## config.mk

```make
export PLATFORM = sky130hd
export DESIGN_NAME = bcd_stopwatch_core_flat
export DESIGN_NICKNAME = d
export VERILOG_FILES = /design/src/rtl/bcd_timer_pkg.sv /design/src/rtl/bcd_stopwatch_core_if.sv /design/src/rtl/bcd_step.sv /design/src/rtl/bcd_stopwatch_core.sv /design/src/flat_wrapper.sv
export SDC_FILE = /design/constraint.sdc
export NUM_CORES = 1
export LEC_CHECK = 0
export ABC_AREA = 1
export CAP_MARGIN = 5
export CORE_AREA = 2 2 87 89
export CTS_CLUSTER_DIAMETER = 60
export DETAILED_ROUTE_END_ITERATION = 12
export DIE_AREA = 0 0 89 91
export REMOVE_ABC_BUFFERS = 1
export SLEW_MARGIN = 20
export SYNTH_ARGS = -nofsm -noshare
export SYNTH_HDL_FRONTEND = slang
export SYNTH_SLANG_ARGS = --single-unit
```

## constraint.sdc

```tcl
create_clock -name clk -period 1.38 [get_ports clk]
set_input_delay 0.207 -clock clk [delete_from_list [all_inputs] [get_ports clk]]
set_output_delay 0.207 -clock clk [all_outputs]
set_load 0.005 [all_outputs]
```

## src/rtl/bcd_timer_pkg.sv

```systemverilog
// Shared encodings and helpers for the BCD stopwatch core and its BCD stepper.
package bcd_timer_pkg;

  typedef enum logic [1:0] {
    ST_IDLE  = 2'd0,
    ST_RUN   = 2'd1,
    ST_PAUSE = 2'd2,
    ST_LAP   = 2'd3
  } state_e;

  localparam logic [3:0] BCD_NINE = 4'h9;
  localparam int DIGITS_MIN = 1;
  localparam int DIGITS_MAX = 8;

  function automatic bit digits_ok(input int d);
    return (d >= DIGITS_MIN) && (d <= DIGITS_MAX);
  endfunction

endpackage

```

## src/rtl/bcd_stopwatch_core_if.sv

```systemverilog
// Pulse/level controls into the stopwatch and its display-facing outputs.
// Controls are single-cycle pulses sampled on every clk edge; there is no back-pressure.
interface bcd_stopwatch_core_if #(
  parameter int DIGITS = 2
);
  logic                start_p;
  logic                lap_p;
  logic                clr_p;
  logic                dir;
  logic [4*DIGITS-1:0] count;
  logic [4*DIGITS-1:0] shown;
  logic [1:0]          state;
  logic                tick;
  logic                wrap_p;

  modport master (
    output start_p, lap_p, clr_p, dir,
    input  count, shown, state, tick, wrap_p
  );

  modport slave (
    input  start_p, lap_p, clr_p, dir,
    output count, shown, state, tick, wrap_p
  );
endinterface

```

## src/rtl/bcd_step.sv

```systemverilog
// Combinational one-unit BCD increment/decrement with wrap at LIMIT (up) or 0 (down).
module bcd_step
  import bcd_timer_pkg::*;
#(
  parameter int DIGITS = 2
) (
  input  logic [4*DIGITS-1:0] value_i,
  input  logic                dir_i,
  input  logic [4*DIGITS-1:0] limit_i,
  output logic [4*DIGITS-1:0] next_o,
  output logic                wrapped_o
);

  logic [3:0] digit;
  logic       carry;

  always_comb begin
    next_o    = value_i;
    wrapped_o = 1'b0;
    digit     = 4'h0;
    carry     = 1'b1;
    if (!dir_i && (value_i == limit_i)) begin
      next_o    = '0;
      wrapped_o = 1'b1;
    end else if (dir_i && (value_i == '0)) begin
      next_o    = limit_i;
      wrapped_o = 1'b1;
    end else begin
      // Ripple carry/borrow digit by digit so no binary intermediate ever appears.
      for (int i = 0; i < DIGITS; i++) begin
        digit = value_i[4*i +: 4];
        if (carry) begin
          if (!dir_i) begin
            if (digit == BCD_NINE) digit = 4'h0;
            else begin
              digit = digit + 4'h1;
              carry = 1'b0;
            end
          end else begin
            if (digit == 4'h0) digit = BCD_NINE;
            else begin
              digit = digit - 4'h1;
              carry = 1'b0;
            end
          end
        end
        next_o[4*i +: 4] = digit;
      end
    end
  end

endmodule

```

## src/rtl/bcd_stopwatch_core.sv

```systemverilog
// N-digit BCD stopwatch: run/pause/lap FSM, tick prescaler, live count and lap hold.
module bcd_stopwatch_core
  import bcd_timer_pkg::*;
#(
  parameter int                  DIGITS   = 2,
  parameter int                  TICK_MAX = 10_000_000 - 1,
  parameter logic [4*DIGITS-1:0] LIMIT    = {DIGITS{4'h9}}
) (
  input  logic                 clk,
  input  logic                 rst,
  bcd_stopwatch_core_if.slave  sw
);

  localparam int             PW      = (TICK_MAX < 2) ? 1 : $clog2(TICK_MAX + 1);
  localparam logic [PW-1:0]  PRE_MAX = PW'(TICK_MAX);

  if (!digits_ok(DIGITS)) begin : g_bad_digits
    $error("bcd_stopwatch_core: DIGITS must be 1..8");
  end

  state_e              state_q, state_d;
  logic [4*DIGITS-1:0] count_q, count_d;
  logic [4*DIGITS-1:0] lap_q, lap_d;
  logic [PW-1:0]       pre_q, pre_d;
  logic                wrap_q, wrap_d;
  logic [4*DIGITS-1:0] step_next;
  logic                step_wrap;
  logic                running;
  logic                tick;

  bcd_step #(.DIGITS(DIGITS)) u_step (
    .value_i   (count_q),
    .dir_i     (sw.dir),
    .limit_i   (LIMIT),
    .next_o    (step_next),
    .wrapped_o (step_wrap)
  );

  assign running = (state_q == ST_RUN) || (state_q == ST_LAP);
  assign tick    = running && (pre_q == PRE_MAX);

  always_ff @(posedge clk or posedge rst) begin
    if (rst) begin
      state_q <= ST_IDLE;
      count_q <= '0;
      lap_q   <= '0;
      pre_q   <= '0;
      wrap_q  <= 1'b0;
    end else begin
      state_q <= state_d;
      count_q <= count_d;
      lap_q   <= lap_d;
      pre_q   <= pre_d;
      wrap_q  <= wrap_d;
    end
  end

  // Tick and prescaler act on the current state, so a tick coinciding with a
  // start/lap pulse still lands; only clear overrides it.
  always_comb begin
    state_d = state_q;
    count_d = count_q;
    lap_d   = lap_q;
    pre_d   = pre_q;
    wrap_d  = 1'b0;
    if (sw.clr_p) begin
      state_d = ST_IDLE;
      count_d = '0;
      lap_d   = '0;
      pre_d   = '0;
    end else begin
      if (state_q == ST_IDLE) pre_d = '0;
      else if (running)       pre_d = tick ? '0 : pre_q + PW'(1);
      if (tick) begin
        count_d = step_next;
        wrap_d  = step_wrap;
      end
      if (sw.start_p) begin
        case (state_q)
          ST_IDLE, ST_PAUSE: state_d = ST_RUN;
          default:           state_d = ST_PAUSE;
        endcase
      end else if (sw.lap_p) begin
        if (state_q == ST_RUN) begin
          state_d = ST_LAP;
          lap_d   = count_q;
        end else if (state_q == ST_LAP) begin
          state_d = ST_RUN;
        end
      end
    end
  end

  assign sw.count  = count_q;
  assign sw.shown  = (state_q == ST_LAP) ? lap_q : count_q;
  assign sw.state  = state_q;
  assign sw.tick   = tick;
  assign sw.wrap_p = wrap_q;

endmodule

```

## src/flat_wrapper.sv

```systemverilog
// flat-port wrapper written by rule: the top's interface ports become plain ports
module bcd_stopwatch_core_flat import bcd_timer_pkg::*;
#(
  parameter int                  DIGITS   = 2,
  parameter int                  TICK_MAX = 10_000_000 - 1,
  parameter logic [4*DIGITS-1:0] LIMIT    = {DIGITS{4'h9}}
)
  (clk, rst, sw_start_p, sw_lap_p, sw_clr_p, sw_dir, sw_count, sw_shown, sw_state, sw_tick, sw_wrap_p);
  bcd_stopwatch_core_if #(.DIGITS(DIGITS)) sw_i ();
  input  logic clk;
  input  logic rst;
  input wire logic [$bits(sw_i.start_p)-1:0] sw_start_p;
  input wire logic [$bits(sw_i.lap_p)-1:0] sw_lap_p;
  input wire logic [$bits(sw_i.clr_p)-1:0] sw_clr_p;
  input wire logic [$bits(sw_i.dir)-1:0] sw_dir;
  output wire logic [$bits(sw_i.count)-1:0] sw_count;
  output wire logic [$bits(sw_i.shown)-1:0] sw_shown;
  output wire logic [$bits(sw_i.state)-1:0] sw_state;
  output wire logic [$bits(sw_i.tick)-1:0] sw_tick;
  output wire logic [$bits(sw_i.wrap_p)-1:0] sw_wrap_p;
  assign sw_i.start_p = sw_start_p;
  assign sw_i.lap_p = sw_lap_p;
  assign sw_i.clr_p = sw_clr_p;
  assign sw_i.dir = sw_dir;
  assign sw_count = sw_i.count;
  assign sw_shown = sw_i.shown;
  assign sw_state = sw_i.state;
  assign sw_tick = sw_i.tick;
  assign sw_wrap_p = sw_i.wrap_p;
  bcd_stopwatch_core #(.DIGITS(DIGITS), .TICK_MAX(TICK_MAX), .LIMIT(LIMIT)) u_core (.clk(clk), .rst(rst), .sw(sw_i));
endmodule
```

==> results.cfg <==
[detailed_routing]
final_antenna_net_count = 0
drt-total-wl_mm = 7.27
drt_iter0_drc = 80
vias = 2845
vias_per_cell = 4.78
post-route-drc-count = 0
wl_per_cell_um = 12.2
first_pass_iters = 4

[clock_tree]
cts_buffers = 5
cts-root-buf = clkbuf_8
cts.clk_slew.worst_paths_ns = 0.09
h-tree-depth = 2
clkLatencyLatePin_ns = 0.30
cts_hold_buf = 0
tritoncts = built
cts_sinks = 43
ctsLongestPathBuffers = 2

[sta]
max_freq_mhz = 616
finalHoldWorstSlack_ns = 0.237
max_slew_margin = 0.770
report.final.slew_viol_count = 0
fin_crit_sh = 1.18
finalSetupViolations = 39
tightest_slew_ns = 0.344
finalHoldViolCount = 0
rsz0062_at_grt = yes
fin_skew_ns = 0.0159
post-route-min-period_ns = 1.62
fin_ws_ns = -0.243

[placed_design]
finalWeightedCongestion = 0.858
dp.final_hpwl_mm = 5.06
io_buffer_count = 25

[grt]
overflow = 0
grt_max_degree = 44
grt_pass1_wl_mm = 12.3
track_usage = 0.187
grt_pass1_vias = 2760
antenna_found_initial = 0

[floorplan]
initial_core_util = 0.395
core_mm2 = 0.00714
dieArea_mm2 = 0.00810
rows = 31
io_pins = 26
dieWidth_um = 89
die_y_um = 91

[final_layout]
nFillCells = 659
final_util = 0.589
diodes = 0
drive_gt1_frac = 0.401
synthToLayoutAreaGrowth_pct = 49.2
fin_nets = 509

[synth]
seq_area_frac_synth = 0.382
yosys_warnings = 0
ys_ff_latch = 43
synth-main-ff-cell = dfrtp_1
synth_top_cell_area_share = 0.382
yosys-top-cells-count = nand2_1 (86), inv_1 (46), dfrtp_1 (43), nor2_1 (42), nand3_1 (34)
synth_top_area_cell = dfrtp_1
ys_types = 36
yosysMostFrequentCell = nand2_1
netlist_area_mm2 = 0.00282
synth_area_per_cell_um2 = 7.47
synth.area.top_cells = dfrtp_1 (38%), nand2_1 (11%), inv_1 (6.1%)
syn-instance-count = 377
synth-edff-count = 0
async_flop_share = 1.00

[min_path]
hp-class = in -> async

[critical_path]
critPathKind = reg -> reg
crit_path_start_kind = register
path_common_cell = nand2_2
r2r-start = u_core.pre_q[1]$_DFFE_PP0P_
critPathBufInv = 3
endpoint_kind = register
arrival_ns = 1.86
worst-endpoint-required_ns = 1.61
critPathMaxStageDelay_ns = 0.39
crit_path_cell_trace = ha_2 -> nand2_2 -> inv_2 -> nand2_2 -> nor2_4 -> nand3_4 -> buf_6 -> nand2_8 -> nor2_8 -> clkinv_8 -> nor2_2
cp_max_fo = 6
reg2reg_slack_ns = -0.24
rr_worst_depth = 11
cp_slowest_cell = dfrtp_1
critPathTopFamily = simple AND/OR/NAND/NOR gates
r2r_end = u_core.pre_q[17]$_DFFE_PP0P_

[power]
p_leak_nw = 2.01
ir_drop_v = 0.000636
power_density_mw_per_mm2 = 869

[outcome]
violations = negative setup slack
status = finished, violations left

[flow_run]
maxCapViolCount = 0
-- worst min-delay path, cell delays in order --
cell and delay [ns]:
clkdlybuf4s50_1 0.40, clkinv_1 0.07, buf_12 0.24
-- sequential cells by signal (all words and copies together) (netlist names) --
name / count
u_core.sw.state: 2
u_core.lap_q: 8
u_core.sw.count: 8
u_core.pre_q: 24
u_core.sw.wrap_p: 1
-- cell families (layout without fill, tap and decap cells) --
family	after synthesis	after routing	share of synthesized area
xor gates and xnor gates	13	13	0.0404
AOI/OAI and AO/OA	41	41	0.0773
and+or+nand+nor	211	212	0.366
adders and majority gates	8	8	0.0355
muxes	1	1	0.00355
buffers and inverters	60	178	0.0951
DFF	43	43	0.382
-- power breakdown --
| part | internal, W | switching [W] | total [W] | leakage, nW |
|---|---|---|---|---|
| Combinational | 0.000714 | 0.000704 | 0.00142 | 1.39 |
| Clock | 0.000355 | 0.000458 | 0.000813 | 0.0412 |
| Sequential | 0.00135 | 0.0000713 | 0.00142 | 0.580 |
-- how the worst max path moves through the flow --
stage	startpoint	endpoint	depth (start not counted)
after floorplan	u_core.pre_q[0]$_DFFE_PP0P_	u_core.pre_q[11]$_DFFE_PP0P_	10
after global placement	u_core.pre_q[0]$_DFFE_PP0P_	sw_tick	8
after detailed placement	u_core.pre_q[1]$_DFFE_PP0P_	sw_tick	8
after CTS	u_core.pre_q[1]$_DFFE_PP0P_	sw_tick	8
after global routing	u_core.pre_q[1]$_DFFE_PP0P_	u_core.pre_q[22]$_DFFE_PP0P_	11
final	u_core.pre_q[1]$_DFFE_PP0P_	u_core.pre_q[17]$_DFFE_PP0P_	11
-- routing by layer --
metal	up-vias	track usage	routed length, um
met5	-	0	0
met4	0	0.0510	59
met3	6	0.0345	194
met2	45	0.316	3740
met1	1349	0.243	3280
li1	1445	-	-
-- cell type report --
cell class | instances | area (um^2) | area share
repair inverters | 2 | 20.0 | 0.00476
clock inverters | 2 | 12.5 | 0.00298
repair buffers | 119 | 995 | 0.237
well taps | 99 | 124 | 0.0295
inverters | 49 | 206 | 0.0491
multi-input cells | 275 | 1690 | 0.402
clock buffers | 6 | 72.6 | 0.0173
flip-flops and latches | 43 | 1080 | 0.258
-- through the flow --
| stage | TNS, ns | setup slack (ns) | std cells | area, um^2 | total power (W) |
|---|---|---|---|---|---|
| after floorplan | -1.23 | -0.0655 | 366 | 2750 | 0.00196 |
| after global placement | -9.51 | -0.334 | 562 | 3690 | 0.00257 |
| after detailed placement | -10.81 | -0.370 | 562 | 3690 | 0.00259 |
| after CTS | -7.66 | -0.272 | 591 | 4020 | 0.00355 |
| after global routing | -10.65 | -0.320 | 595 | 4200 | 0.00389 |
| final | -6.27 | -0.243 | 595 | 4200 | 0.00365 |
-- what timing repair did --
action	in CTS	in global routing
gates resized for setup	100	52
gates cloned	1	2
setup buffers	21	4
endpoints found under the setup margin	52	55
pin swaps	10	7
-- layout by cell type (no fill, tap or decap), types with 3 or more instances in the layout --
cell type        instances
nor2_2                  20
a21oi_1                  7
nand2_4                  5
xor2_1                  11
dfrtp_2                  5
clkbuf_8                 5
clkdlybuf4s50_1          5
nand2_2                 13
o21ai_2                  6
nand3_4                  3
nand3_1                 32
o21ai_0                 18
buf_6                   15
buf_4                   77
nor2_4                   8
buf_2                    9
nor2_1                  31
dfrtp_1                 38
ha_1                     5
inv_2                    8
inv_1                   35
inv_4                    4
nand2_1                 72
dlygate4sd2_1            6
nand4_1                 15
o21ai_1                  7
Power figures use the tool's default switching activity.
